[config.mk]
export PLATFORM = sky130hd
export DESIGN_NAME = conv_row_sched
export DESIGN_NICKNAME = d
export VERILOG_FILES = /design/src/rtl/conv_row_sched.sv
export SDC_FILE = /design/constraint.sdc
export NUM_CORES = 1
export LEC_CHECK = 0
export BUFFER_PORTS_ARGS = -buffer_cell sky130_fd_sc_hd__buf_2
export CAP_MARGIN = 20
export CORE_ASPECT_RATIO = 0.6
export CORE_MARGIN = 8
export CORE_UTILIZATION = 30
export CTS_CLUSTER_SIZE = 8
export DETAILED_ROUTE_END_ITERATION = 7
export SYNTH_ARGS = -nofsm -noshare
export SYNTH_HDL_FRONTEND = slang
export SYNTH_SLANG_ARGS = --single-unit
[constraint.sdc]
create_clock -name clk -period 3.15 [get_ports clk]
set_clock_uncertainty 0.1 [all_clocks]
set_input_delay 0.1575 -clock clk [delete_from_list [all_inputs] [get_ports clk]]
set_output_delay 0.1575 -clock clk [all_outputs]
set_load 0.1 [all_outputs]
[src/rtl/conv_row_sched.sv]
// Row scheduler for the 3x3 edge-detection window: rotates incoming rows across
// three line buffers and sweeps them in lockstep, padding the top/bottom image edges.
module conv_row_sched #(
  parameter int IMG_W = 640,
  parameter int IMG_H = 480
) (
  input  logic       clk,
  input  logic       rst,
  input  logic       in_valid,
  input  logic       in_sof,
  output logic       in_ready,
  output logic [2:0] buf_wr_en,
  output logic [2:0] buf_rst,
  output logic       buf_rd_en,
  output logic [1:0] sel_top,
  output logic [1:0] sel_mid,
  output logic [1:0] sel_bot,
  output logic       pad_top,
  output logic       pad_bot,
  output logic       win_valid,
  output logic [9:0] win_col,
  output logic [8:0] win_row,
  output logic       frame_done
);

  localparam logic [9:0] LAST_COL  = 10'(IMG_W - 1);
  localparam logic [8:0] LAST_ROW  = 9'(IMG_H - 1);
  localparam logic [9:0] FULL_ROWS = 10'(IMG_H);

  typedef enum logic [2:0] {IDLE, FILL, SWEEP, PRST, ABORT} state_t;

  state_t     state, state_nxt;
  logic [9:0] fill_col, fill_col_nxt;
  logic [9:0] fill_row, fill_row_nxt;
  logic [9:0] out_col, out_col_nxt;
  logic [8:0] out_row, out_row_nxt;
  logic [1:0] wb, wb_nxt;
  logic [1:0] row_mod, row_mod_nxt;

  function automatic logic [1:0] inc3(input logic [1:0] v);
    return (v == 2'd2) ? 2'd0 : v + 2'd1;
  endfunction

  function automatic logic [1:0] dec3(input logic [1:0] v);
    return (v == 2'd0) ? 2'd2 : v - 2'd1;
  endfunction

  // row_mod tracks out_row mod 3 so buffer selection needs no divider
  assign sel_mid = row_mod;
  assign sel_top = dec3(row_mod);
  assign sel_bot = inc3(row_mod);

  always_ff @(posedge clk) begin
    if (rst) begin
      state    <= IDLE;
      fill_col <= '0;
      fill_row <= '0;
      out_col  <= '0;
      out_row  <= '0;
      wb       <= '0;
      row_mod  <= '0;
    end else begin
      state    <= state_nxt;
      fill_col <= fill_col_nxt;
      fill_row <= fill_row_nxt;
      out_col  <= out_col_nxt;
      out_row  <= out_row_nxt;
      wb       <= wb_nxt;
      row_mod  <= row_mod_nxt;
    end
  end

  always_comb begin
    state_nxt    = state;
    fill_col_nxt = fill_col;
    fill_row_nxt = fill_row;
    out_col_nxt  = out_col;
    out_row_nxt  = out_row;
    wb_nxt       = wb;
    row_mod_nxt  = row_mod;
    in_ready     = 1'b0;
    buf_wr_en    = 3'b000;
    buf_rst      = 3'b000;
    buf_rd_en    = 1'b0;
    win_valid    = 1'b0;
    win_col      = '0;
    win_row      = '0;
    pad_top      = 1'b0;
    pad_bot      = 1'b0;
    frame_done   = 1'b0;

    unique case (state)
      IDLE: begin
        in_ready = 1'b1;
        if (in_valid && in_sof) begin
          buf_wr_en    = 3'b001;
          fill_col_nxt = 10'd1;
          fill_row_nxt = '0;
          wb_nxt       = 2'd0;
          state_nxt    = FILL;
        end
      end

      FILL: begin
        // A new frame start mid-fill is held off and restarts the frame via ABORT
        if (in_valid && in_sof && !(fill_row == '0 && fill_col == '0)) begin
          state_nxt = ABORT;
        end else begin
          in_ready = 1'b1;
          if (in_valid) begin
            buf_wr_en = 3'b001 << wb;
            if (fill_col == LAST_COL) begin
              fill_col_nxt = '0;
              fill_row_nxt = fill_row + 10'd1;
              wb_nxt       = inc3(wb);
              if (fill_row_nxt >= 10'd2) state_nxt = SWEEP;
            end else begin
              fill_col_nxt = fill_col + 10'd1;
            end
          end
        end
      end

      SWEEP: begin
        buf_rd_en = 1'b1;
        win_valid = 1'b1;
        win_col   = out_col;
        win_row   = out_row;
        pad_top   = (out_row == '0);
        pad_bot   = (out_row == LAST_ROW);
        if (out_col == LAST_COL) state_nxt = PRST;
        else out_col_nxt = out_col + 10'd1;
      end

      PRST: begin
        buf_rst     = 3'b111;
        out_col_nxt = '0;
        if (out_row == LAST_ROW) begin
          frame_done   = 1'b1;
          state_nxt    = IDLE;
          fill_col_nxt = '0;
          fill_row_nxt = '0;
          out_row_nxt  = '0;
          wb_nxt       = 2'd0;
          row_mod_nxt  = 2'd0;
        end else begin
          out_row_nxt = out_row + 9'd1;
          row_mod_nxt = inc3(row_mod);
          // Once every row is buffered, the bottom row sweeps without a fill
          state_nxt   = (fill_row == FULL_ROWS) ? SWEEP : FILL;
        end
      end

      ABORT: begin
        buf_rst      = 3'b111;
        fill_col_nxt = '0;
        fill_row_nxt = '0;
        out_col_nxt  = '0;
        out_row_nxt  = '0;
        wb_nxt       = 2'd0;
        row_mod_nxt  = 2'd0;
        state_nxt    = IDLE;
      end

      default: state_nxt = IDLE;
    endcase
  end

endmodule
# Word-level counts from Yosys, hierarchy flattened

Index checks and enable logic that the tools add are counted.

Flip-flop bits (word level): 46
Output and inout port bits: 37

Add/sub/neg operators: 7
Magnitude comparators: 1
Equal/unequal tests: 20
Shift operators: 1
Mux-type cells: 49
Reduce and logical (&&, ||, !) cells: 17

Operator list:

| cell                    | number |
|---|---|
| $mux W10                | 11 |
| $pmux W10 S4            | 2 |
| $add A10 B1 Y10 const B | 3 |
| $mux W3                 | 9 |
| $mux W2                 | 11 |
| $eq A10 B10 Y1 const B  | 2 |
| $logic_not A10 Y1       | 2 |
| $pmux W10 S2            | 1 |
| $mux W9                 | 2 |
| $pmux W9 S2             | 1 |
| $ne A2 B2 Y1 const B    | 7 |
| $pmux W3 S4             | 1 |
| $eq A10 B9 Y1 const B   | 1 |
| $ge A10 B2 Y1 const B   | 1 |
| $reduce_and A5 Y1       | 2 |
| $add A9 B1 Y9 const B   | 1 |
| $eq A9 B9 Y1 const B    | 1 |
| $logic_not A9 Y1        | 1 |
| $ne A3 B3 Y1 const B    | 3 |
| $pmux W2 S4             | 1 |
| $mux W1                 | 7 |
| $eq A3 B2 Y1 const B    | 2 |
| $pmux W3 S2             | 1 |
| $reduce_and A6 Y1       | 1 |
| other kinds (16)        | 21 |

# Logic depth before layout (Yosys ltp)

Gate-level depths: netlist of the first run.

Word-level depth: 7
Depth in mapped cells: 10
Mapped depth without buffers: 8

# Worst setup path after synthesis of the first run

No wires, ideal clock.

Kind: register to register
Start point: register out_row[0]
End point: register fill_col[9]
Setup time: 0.127 ns
Data arrival time: 4.252 ns
Required time: 2.923 ns
Slack: -1.329 ns
Stages on the path, launching flop included: 8
Clock period less this slack: 4.479 ns
Cell sequence: dfxtp_1 ha_1 nand4_1 nor3_1 nor2_1 or4_4 xor2_1 nor3_2

Longest elaborated chain between the ends: 3

Ends and longest elaborated chain:

| item                        | RTL line | source |
|---|---|---|
| start: declaration          | 36       | `logic [8:0] out_row, out_row_nxt;` |
| start signal: assignment    | 67       | `out_row <= out_row_nxt;` |
| $eq A9 B9 Y1                | 138      | `if (out_row == LAST_ROW) begin` |
| $ne A2 B2 Y1 (no line)      | -        |  |
| $reduce_and A5 Y1 (no line) | -        |  |
| end signal: assignment      | 64       | `fill_col <= fill_col_nxt;` |
| end: declaration            | 33       | `logic [9:0] fill_col, fill_col_nxt;` |

Every way passes these cells.
A chain may end at the register's enable or synchronous reset.

# Worst setup path in the final report of the first run

Start point: register fill_col[0]
End point: register fill_row[3]

Longest elaborated chain between the ends: 6
Elaborated cells between the ends (all ways): 8
Those cells by class: eq/ne (3); reduce/logical (5)

Ends and longest elaborated chain:

| item                            | RTL line | source |
|---|---|---|
| $logic_not A10 Y1               | 106      | `if (in_valid && in_sof && !(fill_row == '0 && fill_col == '0)) begin` |
| $logic_and A1 B1 Y1             | 106      |  |
| $logic_not A1 Y1                | 106      |  |
| $logic_and A1 B1 Y1             | 106      |  |
| $ne A2 B2 Y1 (no line)          | -        |  |
| $reduce_and A6 Y1 (no line) (*) | -        |  |
| end signal: assignment          | 65       | `fill_row <= fill_row_nxt;` |
| end: declaration                | 34       | `logic [9:0] fill_row, fill_row_nxt;` |

Mark *: on every way between the ends. The rest lies on a longest branch, timed or not.

==> qor.txt, run 1 <==
status = completed
RSZ-0062 raised after global routing = no
clk_lat worst skew = 0.29 ns
die height = 91.4 um
CP Max Fanout = 14
Post-CTS Resized = 0
layout cells sized above 1 = 16.7%
final wirelength = 7.91 mm
Worst slew margin = 26.9%
per-cell routed wire length = 14.9 um
Final Cycle Share = 93.1%
Post-synth EDFFs = 0
commonest non-fill, non-tap cell in the layout = dfxtp_1
TritonRoute pass-1 iters = 5
final worst slack = 0.218 ns
post-CTS setup repair buffer count = 0
port bufs = 40
initial DRC count = 314
total negative slack = 0 ns
synth warn = 0
fin util = 36.1%
HPWL after detailed placement = 5.94 mm
Avg Inst Size Synth = 7.75 um^2
Max Cap Viol = 0
Vias/cell = 5.14
clk sink count = 46
drt drc = 0
# rows = 27
Post-Syn Area = 2840 um^2
Core Area = 9190 um^2
Synthesized Nets = 382
overall power = 1.71 mW
sequential fraction of the synthesis area = 32.4%
Critical Path RT = 3.23 ns
Max Buffers Root-to-Sink = 2
LEAKAGE = 1.27 nW
CP Class = register to register
ys async rst share = 0%
clk root buf = clkbuf_16
io pins = 41
Critical R2R Launch = fill_col[0]
die area = 12900 um^2
global-route wire length before repair = 13.2 mm
setup violators final = 0
Finished Layout Cells = 532
final instance area = 3320 um^2
vias in the first global route = 2516
Crit Reg-Reg Endpoint = fill_row[3]
Hold WC Path Type = primary input to register
crit start category = register
largest net degree at the start of global routing = 32
ys flop type = dfxtp_1
Peak Freq = 341 MHz
ant diodes = 0
fin nets = 416
FF+latch count, synth = 46
most frequent cells in the layout = dfxtp_1 (46), nor2_1 (42), nand2_1 (42), buf_2 (40), o21ai_0 (22)
Area Overhead vs Synth = 16.7%
H-tree depth = 2
Initial Util = 30.9%
post-placement cell area = 3150 um^2
maximum VDD drop = 0.301 mV
DP Worst Slack = 0.327 ns
Antenna Nets Post-Route = 0
DR vias = 2734
hold buffer count at CTS = 0
final hold vios = 0
CTS clk-pin slew, worst paths = 0.06 ns
r2r setup slk = 0.22 ns
worst r2r path cells = 8
critical path arrival = 3.02 ns
Placed Instances = 524
GPL Wtd Cong = 0.933
CTS tree = built
GRT overflow = 0
DIE WIDTH = 142 um
CP Capture Type = register
post-layout min period = 2.93 ns
Total GRT Usage = 12.4%
Hold Path Cell Cnt = 4
Power Density = 516 nW/um^2
CTS Buf Count = 5
worst hold start = in_sof
initial antenna violation count = 0
Hold Crit Endpoint = state[2]
Fin Hold WS = 0.247 ns
Slew @ Worst Pin = 1.09 ns
Slew Limit Fails = 0
post-synthesis cell type count = 63
Mapped Cells = 367
[Yosys cell counts, drive strengths merged, types with 4 or more instances]
| cell | n | area, um^2 |
|---|---|---|
| nand4 | 5 | 31.3 |
| xor2 | 7 | 61.3 |
| o21ai | 22 | 110 |
| nor3 | 21 | 110 |
| buf | 7 | 55.1 |
| nand2 | 42 | 158 |
| ha | 11 | 138 |
| and2 | 20 | 125 |
| clkbuf | 9 | 33.8 |
| a21oi | 16 | 80.1 |
| dfxtp | 46 | 921 |
| nor4b | 4 | 35.0 |
| inv | 15 | 56.3 |
| xnor2 | 12 | 105 |
| nand3 | 14 | 70.1 |
| a31oi | 6 | 37.5 |
| and3 | 8 | 51.3 |
| nor3b | 4 | 41.3 |
| nor2 | 42 | 158 |
[flip-flops by register name (all words and copies together), names as in the netlist]
register	count
fill_row	10
out_col	10
out_row	9
wb	2
fill_col	10
sel_mid	2
state	3
[power by group]
group | internal, mW | switching (mW)
combinational | 0.116 | 0.365
clock | 0.375 | 0.223
sequential | 0.600 | 0.0321
[per-layer routing]
layer / track usage [%] / routed length [um] / up-vias
met5: 0 / 0 / -
li1: - / - / 1363
met1: 18.5 / 4110 / 1271
met3: 3.66 / 634 / 6
met4: 2.58 / 49 / 0
met2: 16.7 / 3120 / 94
[layout make-up]
type,count,area [um^2]
fill,993,5870
multi-input combinational,288,1780
sequential,46,921
timing repair buffer,44,230
tap,130,163
clock buffer,7,133
inverter,16,60.1
clock inverter,1,30.0
[how the worst max path moves through the flow]
stage / from / endpoint / slack [ns] / cells after the start
final: fill_col[0] / fill_row[3] / 0.22 / 8
after global routing: fill_col[1] / fill_row[3] / 0.03 / 7
after CTS: fill_col[0] / fill_row[3] / 0.28 / 8
after global placement: state[0] / fill_row[5] / 0.42 / 5
after floorplan: fill_row[2] / buf_wr_en[0] / -0.65 / 5
after detailed placement: fill_row[2] / fill_row[3] / 0.33 / 6
[critical path, stage by stage, from the launching register on]
cell and delay [ns]:
dfxtp_1 0.33, inv_1 0.09, ha_1 0.15, nor4b_1 0.26
and4_2 0.33, a211oi_2 0.17, nor2_1 0.88, nand2_1 0.17
o41ai_1 0.34
[kinds of logic (layout without fill, tap and decap cells)]
family | after synthesis | count (layout) | synth area share [%]
mux | 2 | 2 | 0.704
compound gates | 71 | 71 | 16.0
xor+xnor | 19 | 19 | 5.85
fa+ha+maj | 11 | 11 | 4.84
simple gates | 185 | 185 | 34.6
flops | 46 | 46 | 32.4
buf+inv | 33 | 68 | 5.55
Power figures use the tool's default switching activity.
==> inputs of run 2 (changes only) <==
--- a/config.mk
+++ b/config.mk
@@ -7,11 +7,10 @@
 export LEC_CHECK = 0
 export BUFFER_PORTS_ARGS = -buffer_cell sky130_fd_sc_hd__buf_2
 export CAP_MARGIN = 20
-export CORE_ASPECT_RATIO = 0.6
-export CORE_MARGIN = 8
 export CORE_UTILIZATION = 30
 export CTS_CLUSTER_SIZE = 8
 export DETAILED_ROUTE_END_ITERATION = 7
+export PLACE_DENSITY = 0.45
 export SYNTH_ARGS = -nofsm -noshare
 export SYNTH_HDL_FRONTEND = slang
 export SYNTH_SLANG_ARGS = --single-unit
==> qor.txt, run 2 (synthesis gave the netlist of run 1 again) <==
most frequent cells in the layout = dfxtp_1 (46), nor2_1 (42), nand2_1 (42), buf_2 (40), o21ai_0 (22) (unchanged)
top flop regs = fill_col x10, fill_row x10, out_col x10 (unchanged)
setup violators final = 0 (unchanged)
CP Max Fanout = 4 (was 14)
CP max stage cell = buf_2 (was nor2_1)
CTS clk-pin slew, worst paths = 0.10 ns (was 0.06 ns)
HPWL after detailed placement = 5.37 mm (was 5.94 mm)
Fillers = 1010 (was 993)
CP Capture Type = output pin (was register)
Slew Limit Fails = 0 (unchanged)
Total GRT Usage = 15.6% (was 12.4%)
DIE WIDTH = 99.3 um (was 142 um)
Placed Instances = 508 (was 524)
status = completed (unchanged)
Finished Layout Cells = 516 (was 532)
Worst setup endpoint = buf_wr_en[2] (was fill_row[3])
Max Buffers Root-to-Sink = 2 (unchanged)
Critical R2R Launch = out_row[0] (was fill_col[0])
Critical Path RT = 2.89 ns (was 3.23 ns)
vias in the first global route = 2507 (was 2516)
r2r setup slk = 0.55 ns (was 0.22 ns)
final instance area = 3270 um^2 (was 3320 um^2)
layout cells sized above 1 = 17.8% (was 16.7%)
port bufs = 40 (unchanged)
Vias/cell = 5.16 (was 5.14)
Antenna Nets Post-Route = 0 (unchanged)
Post-CTS Resized = 0 (unchanged)
final worst slack = 0.399 ns (was 0.218 ns)
overall power = 1.58 mW (was 1.71 mW)
DR vias = 2664 (was 2734)
clk sink count = 46 (unchanged)
# rows = 35 (was 27)
initial DRC count = 103 (was 314)
CP Class = register to output pin (was register to register)
GPL Wtd Cong = 0.880 (was 0.933)
Area Overhead vs Synth = 14.9% (was 16.7%)
Max Cap Viol = 0 (unchanged)
Crit. Startpoint = fill_col[0] (unchanged)
clk_lat worst skew = 0.31 ns (was 0.29 ns)
ant diodes = 0 (unchanged)
fin nets = 419 (was 416)
io pins = 41 (unchanged)
hold buffer count at CTS = 0 (unchanged)
commonest non-fill, non-tap cell in the layout = dfxtp_1 (unchanged)
Initial Util = 30.9% (about the same)
Core Area = 9200 um^2 (was 9190 um^2)
post-layout min period = 2.75 ns (was 2.93 ns)
Crit path largest cell delay = 0.46 ns (was 0.88 ns)
die area = 9870 um^2 (was 12900 um^2)
maximum VDD drop = 0.203 mV (was 0.301 mV)
fin util = 35.5% (was 36.1%)
critical path arrival = 2.49 ns (was 3.02 ns)
post-placement cell area = 3150 um^2 (about the same)
critical-path cell list = inv_1 -> ha_1 -> nor4b_1 -> and4_2 -> a21o_2 -> nand3_1 -> nor3b_1 -> buf_2 (was inv_1 -> ha_1 -> nor4b_1 -> and4_2 -> a211oi_2 -> nor2_1 -> nand2_1 -> o41ai_1)
Power Density = 482 nW/um^2 (was 516 nW/um^2)
Crit Reg-Reg Endpoint = fill_row[3] (unchanged)
Slew @ Worst Pin = 0.739 ns (was 1.09 ns)
LEAKAGE = 1.26 nW (was 1.27 nW)
CTS Buf Count = 5 (unchanged)
Fin Hold WS = 0.220 ns (was 0.247 ns)
crit start category = register (unchanged)
DP Worst Slack = 0.491 ns (was 0.327 ns)
largest net degree at the start of global routing = 32 (unchanged)
global-route wire length before repair = 12.4 mm (was 13.2 mm)
Peak Freq = 364 MHz (was 341 MHz)
post-CTS setup repair buffer count = 0 (unchanged)
final hold vios = 0 (unchanged)
drt drc = 0 (unchanged)
initial antenna violation count = 0 (unchanged)
Final Cycle Share = 87.3% (was 93.1%)
TritonRoute pass-1 iters = 4 (was 5)
total negative slack = 0 ns (unchanged)
RSZ-0062 raised after global routing = no (unchanged)
per-cell routed wire length = 14.4 um (was 14.9 um)
Worst slew margin = 50.5% (was 26.9%)
clk root buf = clkbuf_8 (was clkbuf_16)
CTS tree = built (unchanged)
GRT overflow = 0 (unchanged)
Hold WC Path Type = primary input to register (unchanged)
worst r2r path cells = 7 (was 8)
die height = 99.3 um (was 91.4 um)
final wirelength = 7.44 mm (was 7.91 mm)
H-tree depth = 2 (unchanged)
[run 2: cell count changes in the layout (fill, tap and decap cells not counted)]
cell,before,now
clkbuf_16,5,0
clkbuf_8,0,5
buf_4,4,7
clkbuf_1,2,0
clkinvlp_4,0,2
[run 2: worst min path at each step]
stage               start  cells after the start  slack [ns]         end
5_1_grt            in_sof                      4        0.22    state[2]
3_5_place_dp        wb[1]                      2        0.41       wb[1]
3_3_place_gp   out_col[1]                      2        0.40  out_col[1]
4_1_cts            in_sof                      4        0.21    state[2]
6_report           in_sof                      4        0.22    state[2]
2_1_floorplan         rst                      3        0.27  out_row[5]
[run 2: layout make-up]
| type | instances | area, um^2 | area share (%) |
|---|---|---|---|
| clock buffer | 5 | 68.8 | 2.11 |
| clock inverter | 3 | 45.0 | 1.38 |
| inverter | 16 | 60.1 | 1.84 |
| multi-input combinational | 288 | 1780 | 54.5 |
| sequential | 46 | 921 | 28.2 |
| tap | 111 | 139 | 4.25 |
| timing repair buffer | 47 | 253 | 7.74 |
[run 2: where the power goes]
part	switching, mW	leakage [nW]	total [mW]	internal (mW)
registers	0.0308	0.371	0.631	0.600
logic	0.359	0.836	0.482	0.123
clock network	0.226	0.0504	0.463	0.236
[run 2: routing by layer]
layer  wire, um  vias up  global-route usage [%]
met2       3500       41                    27.1
met1       3690     1253                    20.4
met5          0        -                       0
met4         55        0                    3.39
met3        199        6                    2.60
li1           -     1364                       -
[run 2: worst max-delay path: cells and delay by family (launching register included)]
kind | cells | cell delay, ns
compound gates | 1 | 0.18
fa+ha+maj | 1 | 0.15
buf+inv | 2 | 0.56
flops | 1 | 0.33
simple gates | 4 | 0.96
==> inputs of run 3 (changes only) <==
--- a/config.mk
+++ b/config.mk
@@ -11,6 +11,7 @@
 export CTS_CLUSTER_SIZE = 8
 export DETAILED_ROUTE_END_ITERATION = 7
 export PLACE_DENSITY = 0.45
+export RECOVER_POWER = 50
 export SYNTH_ARGS = -nofsm -noshare
 export SYNTH_HDL_FRONTEND = slang
 export SYNTH_SLANG_ARGS = --single-unit
==> qor.txt, run 3 (synthesis gave the netlist of run 1 again) <==
status = completed (unchanged)
final worst slack = 0.391 ns (was 0.399 ns)
Met2 Routed Length = 3.50 mm (about the same)
fin util = 35.2% (was 35.5%)
global-route wire length before repair = 12.4 mm (unchanged)
final wirelength = 7.45 mm (was 7.44 mm)
Int Pwr = 954 uW (was 959 uW)
LEAKAGE = 1.19 nW (was 1.26 nW)
largest net degree at the start of global routing = 32 (unchanged)
critical path arrival = 2.50 ns (was 2.49 ns)
Post-CTS Resized = 0 (unchanged)
CP Capture Type = output pin (unchanged)
Crit path largest cell delay = 0.46 ns (about the same)
ant diodes = 0 (unchanged)
Initial Util = 30.9% (unchanged)
Slew @ Worst Pin = 1.20 ns (was 0.739 ns)
vias in the first global route = 2507 (unchanged)
DP Worst Slack = 0.491 ns (unchanged)
Finished Layout Cells = 516 (unchanged)
maximum VDD drop = 0.203 mV (about the same)
CP Class = register to output pin (unchanged)
fin nets = 419 (unchanged)
post-placement cell area = 3150 um^2 (unchanged)
M1 WL = 3.69 mm (about the same)
Final Cycle Share = 87.6% (was 87.3%)
H-tree depth = 2 (unchanged)
CP max stage cell = buf_2 (unchanged)
TritonRoute pass-1 iters = 4 (unchanged)
DIE WIDTH = 99.3 um (unchanged)
HPWL after detailed placement = 5.37 mm (unchanged)
CTS Buf Count = 5 (unchanged)
Sw Pwr = 614 uW (was 616 uW)
CP Max Fanout = 4 (unchanged)
per-cell routed wire length = 14.4 um (about the same)
Placed Instances = 508 (unchanged)
setup violators final = 0 (unchanged)
DR vias = 2664 (unchanged)
power share of the clock group = 29.5% (was 29.4%)
initial antenna violation count = 0 (unchanged)
Antenna Nets Post-Route = 0 (unchanged)
post-layout min period = 2.76 ns (was 2.75 ns)
Power Density = 485 nW/um^2 (was 482 nW/um^2)
critical-path cell list = inv_1 -> ha_1 -> nor4b_1 -> and4_1 -> a21o_2 -> nand3_1 -> nor3b_1 -> buf_2 (was inv_1 -> ha_1 -> nor4b_1 -> and4_2 -> a21o_2 -> nand3_1 -> nor3b_1 -> buf_2)
initial DRC count = 99 (was 103)
switching share of total power = 39.2% (was 39.1%)
Slew Limit Fails = 0 (unchanged)
top flop regs = fill_col x10, fill_row x10, out_col x10 (unchanged)
WP buf/inv = 2 (unchanged)
port bufs = 40 (unchanged)
Core Area = 9200 um^2 (unchanged)
family with the most delay on the worst path = simple AND/OR/NAND/NOR gates (unchanged)
final hold vios = 0 (unchanged)
layout cells sized above 1 = 13.3% (was 17.8%)
hold buffer count at CTS = 0 (unchanged)
Max Cap Viol = 0 (unchanged)
post-CTS setup repair buffer count = 0 (unchanged)
die area = 9870 um^2 (unchanged)
GPL Wtd Cong = 0.880 (unchanged)
clk_lat worst skew = 0.31 ns (about the same)
final instance area = 3240 um^2 (was 3270 um^2)
CTS clk-pin slew, worst paths = 0.10 ns (about the same)
Area Overhead vs Synth = 13.8% (was 14.9%)
overall power = 1.57 mW (was 1.58 mW)
Hold WC Path Type = primary input to register (unchanged)
io pins = 41 (unchanged)
Max Buffers Root-to-Sink = 2 (unchanged)
Flop pwr share = 40.2% (was 40.0%)
CTS tree = built (unchanged)
Critical Path RT = 2.89 ns (about the same)
Worst slew margin = 20.0% (was 50.5%)
drt drc = 0 (unchanged)
Total GRT Usage = 15.6% (unchanged)
die height = 99.3 um (unchanged)
commonest non-fill, non-tap cell in the layout = dfxtp_1 (unchanged)
crit start category = register (unchanged)
met3 WL = 203 um (was 199 um)
highest routed layer = met4 (unchanged)
# rows = 35 (unchanged)
GRT overflow = 0 (unchanged)
RSZ-0062 raised after global routing = no (unchanged)
most frequent cells in the layout = dfxtp_1 (46), nor2_1 (42), nand2_1 (42), buf_2 (26), o21ai_0 (22) (was dfxtp_1 (46), nor2_1 (42), nand2_1 (42), buf_2 (40), o21ai_0 (22))
Logic pwr share = 30.3% (was 30.6%)
clk root buf = clkbuf_8 (unchanged)
Vias/cell = 5.16 (unchanged)
clk sink count = 46 (unchanged)
Peak Freq = 362 MHz (was 364 MHz)
## run 3: worst register-to-register path, cell delays in order (launching register included)
cell      delay (ns)
dfxtp_1         0.51
or3b_1          0.42
buf_4           0.21
a211oi_1        0.33
or2_0           0.57
nor3_1          0.14
o221a_2         0.29
## run 3: worst paths after layout
| path | startpoint | to | slack, ns | cells after the start |
|---|---|---|---|---|
| worst max-delay path | fill_col[0] | buf_wr_en[2] | 0.39 | 8 |
| worst min-delay path | in_sof | state[2] | 0.20 | 4 |
| worst max register to register | state[0] | fill_row[5] | 0.49 | 6 |
| worst min register to register | wb[1] | wb[1] | 0.42 | 2 |
## run 3: area by class of cell
class                   count  area [um^2]
clock buffers               5         68.8
inverters                  16         60.1
repair buffers             47          228
clock inverters             3         45.0
well taps                 111          139
multi-input cells         288         1770
flip-flops and latches     46          921
fillers                  1025         5960
## run 3: stage by stage
step,TNS [ns],hold WS [ns]
detailed placement,0,0.409
floorplan,-1.90,0.273
CTS,0,0.205
global route,0,0.205
finish,0,0.200
global placement,0,0.397
## run 3: power by group through the flow
stage	Combinational, mW	Clock (mW)	Sequential [mW]
3_5_place_dp	0.485	0	0.643
2_1_floorplan	0.390	0	0.630
6_report	0.475	0.463	0.631
5_1_grt	0.516	0.508	0.635
4_1_cts	0.486	0.482	0.630
3_3_place_gp	0.480	0	0.643
## run 3: layer usage
metal  track usage (%)  vias to the layer above
li1                  -                     1364
met1              20.4                     1257
met2              27.1                       37
met3              2.60                        6
met4              3.39                        0
met5                 0                        -
